## src/rtl/cpu_ctrl_pkg.sv

```systemverilog
// Shared encodings for the CPU run/halt/step controller.
package cpu_ctrl_pkg;

  typedef enum logic [1:0] {
    S_RST  = 2'd0,
    S_HALT = 2'd1,
    S_RUN  = 2'd2
  } state_e;

  // Fast speed divides the slow tick period by 2^SPEED_SHIFT
  localparam int SPEED_SHIFT = 2;

  // Board switch lanes, indexed into the packed switch vectors
  localparam int NUM_SW   = 4;
  localparam int SW_RUN   = 0;
  localparam int SW_STEP  = 1;
  localparam int SW_SPEED = 2;
  localparam int SW_RST   = 3;

endpackage

```

## src/rtl/switch_debounce.sv

```systemverilog
// One board switch: 2-flop synchronizer, stability counter, rising-edge press pulse.
module switch_debounce #(
  parameter int DEBOUNCE_CYCLES = 250000
) (
  input  logic i_Clk,
  input  logic i_Rst_L,
  input  logic i_Raw,
  output logic o_Level,
  output logic o_Press
);

  localparam int CW = (DEBOUNCE_CYCLES > 1) ? $clog2(DEBOUNCE_CYCLES) : 1;
  localparam logic [CW-1:0] CNT_MAX = CW'(DEBOUNCE_CYCLES - 1);

  logic [1:0]    sync_q, sync_d;
  logic [CW-1:0] cnt_q, cnt_d;
  logic          level_q, level_d;
  logic          press_q, press_d;

  // Count while the synchronized input differs from the accepted level; any
  // return to the accepted level clears the count.
  always_comb begin
    sync_d  = {sync_q[0], i_Raw};
    cnt_d   = '0;
    level_d = level_q;
    press_d = 1'b0;
    if (sync_q[1] != level_q) begin
      if (cnt_q == CNT_MAX) begin
        level_d = sync_q[1];
        press_d = sync_q[1];
      end else begin
        cnt_d = cnt_q + 1'b1;
      end
    end
  end

  // Synchronizer and debounce state
  always_ff @(posedge i_Clk or negedge i_Rst_L) begin
    if (!i_Rst_L) begin
      sync_q  <= '0;
      cnt_q   <= '0;
      level_q <= 1'b0;
      press_q <= 1'b0;
    end else begin
      sync_q  <= sync_d;
      cnt_q   <= cnt_d;
      level_q <= level_d;
      press_q <= press_d;
    end
  end

  assign o_Level = level_q;
  assign o_Press = press_q;

endmodule

```

## src/rtl/cpu_run_ctrl.sv

```systemverilog
// Run/halt/single-step controller producing a one-cycle CPU clock enable.
module cpu_run_ctrl #(
  parameter int         DEBOUNCE_CYCLES = 250000,
  parameter int         TICK_DIV_LOG2   = 22,
  parameter int         RST_CYCLES      = 4,
  parameter int         BREAK_EN        = 0,
  parameter logic [7:0] BREAK_PC        = 8'hFF
) (
  input  logic       i_Clk,
  input  logic       i_Rst_L,
  input  logic       i_Switch_1,
  input  logic       i_Switch_2,
  input  logic       i_Switch_3,
  input  logic       i_Switch_4,
  input  logic [7:0] i_Pc,
  output logic       o_Cpu_Ce,
  output logic       o_Cpu_Rst,
  output logic       o_Running,
  output logic       o_Halted_Bp
);
  import cpu_ctrl_pkg::*;

  localparam int TW = TICK_DIV_LOG2;
  localparam int RW = (RST_CYCLES > 1) ? $clog2(RST_CYCLES) : 1;
  localparam logic [TW-1:0] LIM_SLOW = {TW{1'b1}};
  localparam logic [TW-1:0] LIM_FAST = LIM_SLOW >> SPEED_SHIFT;
  localparam logic [RW-1:0] RST_LAST = RW'(RST_CYCLES - 1);

  logic [NUM_SW-1:0] sw_raw, sw_level, sw_press;

  assign sw_raw = {i_Switch_4, i_Switch_3, i_Switch_2, i_Switch_1};

  for (genvar g = 0; g < NUM_SW; g++) begin : g_sw
    switch_debounce #(.DEBOUNCE_CYCLES(DEBOUNCE_CYCLES)) u_db (
      .i_Clk   (i_Clk),
      .i_Rst_L (i_Rst_L),
      .i_Raw   (sw_raw[g]),
      .o_Level (sw_level[g]),
      .o_Press (sw_press[g])
    );
  end

  // Speed switch is consumed as a level; the others only as press events
  logic unused_sw;
  assign unused_sw = ^{sw_press[SW_SPEED], sw_level[SW_RUN], sw_level[SW_STEP], sw_level[SW_RST]};

  state_e        state_q, state_d;
  logic [RW-1:0] rcnt_q, rcnt_d;
  logic [TW-1:0] tick_q, tick_d;
  logic [TW-1:0] tick_lim;
  logic          ce_q, ce_d;
  logic          rst_q, rst_d;
  logic          run_q, run_d;
  logic          bp_q, bp_d;
  logic          chk_q, chk_d;
  logic          bp_hit;

  // chk_q marks the cycle after a run tick, once the CPU has moved its PC
  assign tick_lim = sw_level[SW_SPEED] ? LIM_FAST : LIM_SLOW;
  assign bp_hit   = (BREAK_EN != 0) && chk_q && (i_Pc == BREAK_PC);

  // Next state and registered outputs; priority SW4 > breakpoint > SW1 > SW2
  always_comb begin
    state_d = state_q;
    rcnt_d  = rcnt_q;
    tick_d  = tick_q;
    ce_d    = 1'b0;
    bp_d    = bp_q;
    chk_d   = 1'b0;
    if (sw_press[SW_RST]) begin
      state_d = S_RST;
      rcnt_d  = '0;
      tick_d  = '0;
    end else begin
      case (state_q)
        S_RST: begin
          if (rcnt_q == RST_LAST) begin
            state_d = S_HALT;
            rcnt_d  = '0;
            tick_d  = '0;
          end else begin
            rcnt_d = rcnt_q + 1'b1;
          end
        end
        S_HALT: begin
          if (sw_press[SW_RUN]) begin
            state_d = S_RUN;
            bp_d    = 1'b0;
            tick_d  = '0;
          end else if (sw_press[SW_STEP]) begin
            ce_d = 1'b1;
          end
        end
        S_RUN: begin
          if (bp_hit) begin
            state_d = S_HALT;
            bp_d    = 1'b1;
            tick_d  = '0;
          end else if (sw_press[SW_RUN]) begin
            state_d = S_HALT;
            tick_d  = '0;
          end else begin
            chk_d = ce_q;
            // >= so a switch to fast speed fires at once if already past the limit
            if (tick_q >= tick_lim) begin
              ce_d   = 1'b1;
              tick_d = '0;
            end else begin
              tick_d = tick_q + 1'b1;
            end
          end
        end
        default: state_d = S_RST;
      endcase
    end
    rst_d = (state_d == S_RST);
    run_d = (state_d == S_RUN);
  end

  // Controller state and output registers
  always_ff @(posedge i_Clk or negedge i_Rst_L) begin
    if (!i_Rst_L) begin
      state_q <= S_RST;
      rcnt_q  <= '0;
      tick_q  <= '0;
      ce_q    <= 1'b0;
      rst_q   <= 1'b1;
      run_q   <= 1'b0;
      bp_q    <= 1'b0;
      chk_q   <= 1'b0;
    end else begin
      state_q <= state_d;
      rcnt_q  <= rcnt_d;
      tick_q  <= tick_d;
      ce_q    <= ce_d;
      rst_q   <= rst_d;
      run_q   <= run_d;
      bp_q    <= bp_d;
      chk_q   <= chk_d;
    end
  end

  assign o_Cpu_Ce    = ce_q;
  assign o_Cpu_Rst   = rst_q;
  assign o_Running   = run_q;
  assign o_Halted_Bp = bp_q;

endmodule

```

## config.mk

```make
export PLATFORM = sky130hd
export DESIGN_NAME = cpu_run_ctrl
export DESIGN_NICKNAME = d
export VERILOG_FILES = /design/src/rtl/cpu_ctrl_pkg.sv /design/src/rtl/switch_debounce.sv /design/src/rtl/cpu_run_ctrl.sv
export SDC_FILE = /design/constraint.sdc
export NUM_CORES = 1
export LEC_CHECK = 0
export CAP_MARGIN = 20
export CORE_MARGIN = 2
export CORE_UTILIZATION = 67
export CTS_BUF_LIST = sky130_fd_sc_hd__clkbuf_2 sky130_fd_sc_hd__clkbuf_4 sky130_fd_sc_hd__clkbuf_8
export CTS_CLUSTER_SIZE = 8
export DETAILED_ROUTE_END_ITERATION = 12
export PLACE_DENSITY = 0.85
export REMOVE_ABC_BUFFERS = 1
export SETUP_SLACK_MARGIN = 0.05
export SYNTH_ARGS = -nofsm -noshare
export SYNTH_HDL_FRONTEND = slang
export SYNTH_SLANG_ARGS = --single-unit
```

## constraint.sdc

```tcl
create_clock -name i_Clk -period 4.2 [get_ports i_Clk]
set_input_delay 0.63 -clock i_Clk [delete_from_list [all_inputs] [get_ports i_Clk]]
set_output_delay 0.63 -clock i_Clk [all_outputs]
set_load 0.03 [all_outputs]
```

Yosys cells after proc, flatten, opt, wreduce, memory -nomap -nowiden
Cells that the tools add are included.
{"block": "totals", "in_bits": 14, "reg_bits": 116, "word_cells": 86, "output_inout_bits": 4}
{"block": "classes", "muxes": 35, "n_lt_le_gt_ge": 1, "addsub": 6, "n_reduce_logical": 9, "n_eq_ne": 14}
{"cell": "18-bit 2-to-1 mux", "count": 8}
{"cell": "22-bit 2-to-1 mux", "count": 6}
{"cell": "18-bit by 1-bit adder with 18-bit output (second input constant)", "count": 4}
{"cell": "18-bit == test (second input constant)", "count": 4}
{"cell": "22-bit one-hot mux with 3 select lines", "count": 1}
{"cell": "22-bit by 1-bit adder with 22-bit output (second input constant)", "count": 1}
{"cell": "22-bit greater-or-equal comparator", "count": 1}
{"cell": "2-bit 2-to-1 mux", "count": 7}
{"cell": "1-bit 2-to-1 mux", "count": 11}
{"cell": "2-bit AND reduction", "count": 4}
{"cell": "2-bit == test (second input constant)", "count": 3}
{"cell": "2-bit one-hot mux with 3 select lines", "count": 1}
{"cell": "2-bit zero test", "count": 2}
{"cell": "1-bit != test", "count": 4}
{"cell": "4-bit nonzero test", "count": 1}
{"cell": "3-bit by 1-bit != test with 1-bit output (second input constant)", "count": 1}
{"cell": "3-bit by 2-bit != test with 1-bit output (second input constant)", "count": 1}
{"cell": "3-bit AND reduction", "count": 1}
{"cell": "2-bit by 1-bit adder with 2-bit output (second input constant)", "count": 1}
{"cell": "2-bit by 1-bit == test with 1-bit output (second input constant)", "count": 1}
{"cell": "1-bit one-hot mux with 2 select lines", "count": 1}
{"cell": "2-bit nonzero test", "count": 1}

Longest topological paths before layout
{"block": "depth", "ltp_word": 6, "ltp_mapped": 8, "mapped_depth_nobuf": 7}

Modules after synthesis
A second synthesis with hierarchy kept.
{"block": "hier_totals", "cells_unflattened": 581, "hier_area_um2": 5886.9}
{"mod": "switch_debounce at g_sw[1].u_db ...", "cells_per_inst": 100, "area_per_inst_um2": 1059.8, "instances": 3}
{"mod": "cpu_run_ctrl", "cells_per_inst": 181, "area_per_inst_um2": 1662.8, "instances": 1}
{"mod": "switch_debounce at g_sw[0].u_db", "cells_per_inst": 100, "area_per_inst_um2": 1044.8, "instances": 1}

Least setup slack after synthesis
Ideal clock, no wire load.
{"block": "synth_path", "kind": "register to register", "start": "reg g_sw[2].u_db.level_q", "end": "reg tick_q[10]", "n_path_buf": 1, "t_required_ns": 4.099, "t_arrival_ns": 1.664, "slack_ns": 2.436, "setup_time_ns": 0.101, "stages_incl_launch_ff": 7, "path_cell_list": "dfrtp_1 > ha_1 > a21o_1 > nor3_2 > o211ai_2 > buf_4 > o311ai_2"}
{"block": "synth_between", "elab_chain_len": 6}
{"element": "start, declared", "line": "switch_debounce.sv:17", "rtl": "logic level_q, level_d;"}
{"element": "start signal, assigned", "line": "switch_debounce.sv:47", "rtl": "level_q <= level_d;"}
{"element": "22-bit 2-to-1 mux", "line": "cpu_run_ctrl.sv:59", "rtl": "assign tick_lim = sw_level[SW_SPEED] ? LIM_FAST : LIM_SLOW;"}
{"element": "22-bit greater-or-equal comparator", "line": "cpu_run_ctrl.sv:105", "rtl": "if (tick_q >= tick_lim) begin"}
{"element": "22-bit 2-to-1 mux", "line": "cpu_run_ctrl.sv:105"}
{"element": "22-bit 2-to-1 mux", "line": "cpu_run_ctrl.sv:99", "rtl": "end else if (sw_press[SW_RUN]) begin"}
{"element": "22-bit one-hot mux with 3 select lines", "line": "cpu_run_ctrl.sv:75", "rtl": "case (state_q)"}
{"element": "22-bit 2-to-1 mux", "line": "cpu_run_ctrl.sv:70", "rtl": "if (sw_press[SW_RST]) begin"}
{"element": "end signal, assigned", "line": "cpu_run_ctrl.sv:134", "rtl": "tick_q <= tick_d;"}
{"element": "end, declared", "line": "cpu_run_ctrl.sv:49", "rtl": "logic [TW-1:0] tick_q, tick_d;"}
No other way between the ends.
A chain may end at the register's enable or synchronous reset.

Final worst setup path
{"block": "layout_path", "start": "reg state_q[0]", "end": "reg tick_q[15]"}
{"block": "layout_between", "elab_chain_len": 3, "elab_cells_between_ends": 9, "cone_classes": "eq/ne: 4; mux: 2; reduce/logical: 3"}
{"element": "start, declared", "line": "cpu_run_ctrl.sv:47", "rtl": "state_e state_q, state_d;"}
{"element": "start signal, assigned", "line": "cpu_run_ctrl.sv:132", "rtl": "state_q <= state_d;"}
{"element": "2-bit by 1-bit == test with 1-bit output (tied with other cells)", "line": "cpu_run_ctrl.sv:75"}
{"element": "3-bit by 1-bit != test with 1-bit output (no line) (tied with other cells)"}
{"element": "3-bit AND reduction (no line) or 22-bit 2-to-1 mux (tied branches)"}
Parallel ways exist; a longest one is shown, timed or not.

==> impl.org <==
** Routing
- 1st-pass router iterations :: 5
- For this block, the initial DRC count from the detailed router was 235.
- For this block, the routed nets add up to 10300 um of wire.
- Final antenna-violating net count :: 0
- Across all layers, the routed design uses 4056 vias.
- Via-per-instance ratio :: 5.91
- After detailed routing, the number of remaining DRC violations is 0.
- Dividing the detail-routed wire length by the instance count gives 15.0 um.

** STA
- Shortest clock period the worst path allows after layout :: 2.47 ns
- Setup repair after global routing left no endpoint under its margin.
- Finish-stage setup viols :: 0
- The final count of pins violating max slew came to 0.
- At the pin with the least slew margin, the transition time is 1.01 ns.
- The count of final hold-check violations was 0.
- The worst pin sits at a relative slew slack of 0.323.
- Maximum frequency from static timing analysis :: 406 MHz
- Final TNS setup :: 0 ns
- Final worst-path cycle share :: 0.587
- Layout Skew :: 0.0116 ns

** Cells and area
- Post-route cell area :: 6240 sq um
- Layout Utilization :: 0.759
- Filler cells :: 555
- The repair_antennas step left the layout with diodes totalling 0.
- After the last flow step, the layout net total stands at 594.
- Layout cells sized above 1 :: 0.102
- Layout overhead on the synthesized area :: 9.59%

** Synth
- Summing every instance area after synthesis gives 5690 sq um.
- Top cell type by total area after synthesis :: sky130_fd_sc_hd__dfrtp_1
- Among all cell types in the netlist, the one instantiated most often is sky130_fd_sc_hd__dfrtp_1.
- Sequential fraction of the synthesis area :: 0.510
- Synthesis produced a netlist whose cell count is 551.
- After synthesis the netlist holds a flip-flop and latch count of 116.
- Ranking of synthesized cells by area :: sky130_fd_sc_hd__dfrtp_1, sky130_fd_sc_hd__nor2_1, sky130_fd_sc_hd__xnor2_1
- A synthesized cell averages 10.3 sq um.
- Synth Warn # :: 0
- EDFF count, synth :: 0
- Synth top cells by count :: sky130_fd_sc_hd__dfrtp_1, sky130_fd_sc_hd__nor2_1, sky130_fd_sc_hd__nand2_1
- Counting flops with an async set or reset pin after synthesis yields a share of 1.00.
- Synth top area share :: 0.506
- Among all flip-flop cells after synthesis, the most frequent one is sky130_fd_sc_hd__dfrtp_1.
- The netlist uses 56 different library cells.

** CTS
- Hold bufs inserted after CTS :: 0
- The H-tree was split into 4 levels.
- After clock tree synthesis, the repair step resized 0 gates.
- Clock-pin slew was measured on the worst setup and hold paths at 0.07 ns.
- Once the clock tree was built, the setup fixing pass inserted 0 buffers.
- The tree is rooted in a sky130_fd_sc_hd__clkbuf_8.
- TritonCTS created 17 clock buffers.
- Clock tree synthesis found a total of 116 sinks.
- Maximum number of buffers from clock root to sink :: 2
- Worst-Skew Late Latency :: 0.42 ns
- Clock tree from TritonCTS :: built

** Floorplanning
- Measured along the x axis, the die boundary spans 96.2 um.
- The die covers 9250 sq um.
- In this run the vertical extent of the chip is 96.2 um.
- Core Area :: 8220 sq um
- After floorplanning, the core was divided into 33 placement rows.
- 18 I/O pins were placed.
- Effective utilization at floorplan :: 0.693

** Place
- Placed cell areas :: 5830 sq um
- In this run the tool buffered the top-level ports with 8 buffer cells.
- The congestion estimate from routability-driven global placement came to 0.832.
- Half-perimeter wire length of the detailed placement result :: 6750 um

** Critical path
- Worst Reg2Reg Path Length in Cells :: 7
- Critical path type :: reg -> reg
- At the worst endpoint, the required time is 4.49 ns.
- The endpoint identified for the worst register-to-register timing path is tick_q[15].
- STA classifies the critical path endpoint as a flip-flop.
- Data arrives at the worst endpoint at 2.76 ns.
- Worst R2R Start :: state_q[0]
- Kind of start point of the critical path :: flip-flop
- Of all nets on the critical path, the largest fanout is 20.
- Worst reg-to-reg setup slack :: 1.73 ns

** Global route
- Wire length of the first global-routing pass :: 17700 um
- In the global route stage, overall resource usage came out at 0.247.
- The total overflow left after global routing is 0.
- Entering global routing, the biggest net connects 56 pins.
- The number of antenna violations at the first check in global routing was 0.
- Vias in the first global route :: 3956

** Power and ir drop
- Cell Pwr Density :: 358 nW/um^2
- Maximum VDD drop :: 0.293 mV
- The analysis attributes to cell leakage a power of 2.77 nW.

** Status
- Result of the run :: complete, no violations

** Worst hold path
- Type of the worst min-delay path :: in -> async

** Job
- Max-cap violations in this run came to 0.
## placed cells by master, fill, tap and decap left out, types with 4 or more instances in the layout
cell and instances:
sky130_fd_sc_hd__nand4_1 22, sky130_fd_sc_hd__mux2_2 4, sky130_fd_sc_hd__nor3b_1 5, sky130_fd_sc_hd__xnor2_1 38
sky130_fd_sc_hd__clkbuf_4 4, sky130_fd_sc_hd__and4_1 12, sky130_fd_sc_hd__ha_1 12, sky130_fd_sc_hd__clkbuf_8 20
sky130_fd_sc_hd__nor2_1 99, sky130_fd_sc_hd__o21ai_0 9, sky130_fd_sc_hd__nor4_1 4, sky130_fd_sc_hd__xor2_1 37
sky130_fd_sc_hd__dfrtp_1 115, sky130_fd_sc_hd__nand3_1 45, sky130_fd_sc_hd__clkdlybuf4s50_1 7, sky130_fd_sc_hd__and3_1 17
sky130_fd_sc_hd__o311ai_2 5, sky130_fd_sc_hd__nand2_1 46, sky130_fd_sc_hd__inv_1 11, sky130_fd_sc_hd__nor3_1 8
## routing by layer
layer / wire [um] / vias up / GRT usage / part of all wire
li1: - / 1943 / - / -
met1: 4640 / 2023 / 0.310 / 0.45
met2: 5220 / 71 / 0.407 / 0.51
met3: 264 / 19 / 0.0611 / 0.026
met4: 189 / 0 / 0.108 / 0.018
met5: 0 / - / 0 / 0
## stage by stage
stage	instances	power, mW	hold WS (ns)	setup WS (ns)
2_1_floorplan	539	1.18	0.331	2.12
3_3_place_gp	654	1.22	0.333	1.84
3_5_place_dp	654	1.22	0.336	1.77
4_1_cts	686	2.24	0.265	1.73
5_1_grt	686	2.31	0.294	1.57
6_report	686	2.23	0.260	1.73
## worst max-delay path, stage by stage, from the launching register on
cell and delay (ns):
sky130_fd_sc_hd__dfrtp_1 0.43, sky130_fd_sc_hd__inv_1 0.11, sky130_fd_sc_hd__ha_1 0.26, sky130_fd_sc_hd__mux2i_1 0.31
sky130_fd_sc_hd__o21ba_1 0.84, sky130_fd_sc_hd__nor3_1 0.14, sky130_fd_sc_hd__xnor2_1 0.18, sky130_fd_sc_hd__nor2_1 0.07
## logic make-up after synthesis
group,Yosys count,synth area share
muxes,6,0.0114
other,1,0.000659
adders and majority gates,12,0.0264
xor gates and xnor gates,75,0.115
and+or+nand+nor,286,0.264
DFF,116,0.510
buffers and inverters,23,0.0220
AOI/OAI and AO/OA,32,0.0495
## power breakdown
| part | leakage (nW) | total (mW) | internal [mW] | switching (mW) |
|---|---|---|---|---|
| combinational | 0.971 | 0.0561 | 0.0155 | 0.0406 |
| clock | 0.211 | 1.04 | 0.600 | 0.435 |
| sequential | 1.58 | 1.14 | 1.13 | 0.0117 |
## cell type report
class | count | area [sq um] | area share
clock buffers | 24 | 305 | 0.0490
clock inverters | 8 | 100 | 0.0161
inverters | 11 | 41.3 | 0.00662
multi-input cells | 412 | 2660 | 0.427
flip-flops and latches | 116 | 2900 | 0.466
well taps | 105 | 131 | 0.0211
repair buffers | 10 | 92.6 | 0.0148
## worst max-delay path by stage
stage	start	end	slack, ns
3_5_place_dp	state_q[0]	tick_q[16]	1.77
6_report	state_q[0]	tick_q[15]	1.73
4_1_cts	state_q[0]	tick_q[15]	1.73
2_1_floorplan	state_q[0]	tick_q[15]	2.12
3_3_place_gp	state_q[0]	tick_q[16]	1.84
5_1_grt	state_q[0]	tick_q[15]	1.57
## sequential cells by signal, indices dropped and copies added (netlist names)
| name | count |
|---|---|
| state_q | 2 |
| o_Running | 1 |
| g_sw.u_db.sync_q | 8 |
| tick_q | 22 |
| g_sw.u_db.o_Level | 4 |
| g_sw.u_db.cnt_q | 72 |
| rcnt_q | 2 |
| g_sw.u_db.o_Press | 3 |
| o_Cpu_Rst | 1 |
| o_Cpu_Ce | 1 |
Power figures use the tool's default switching activity.
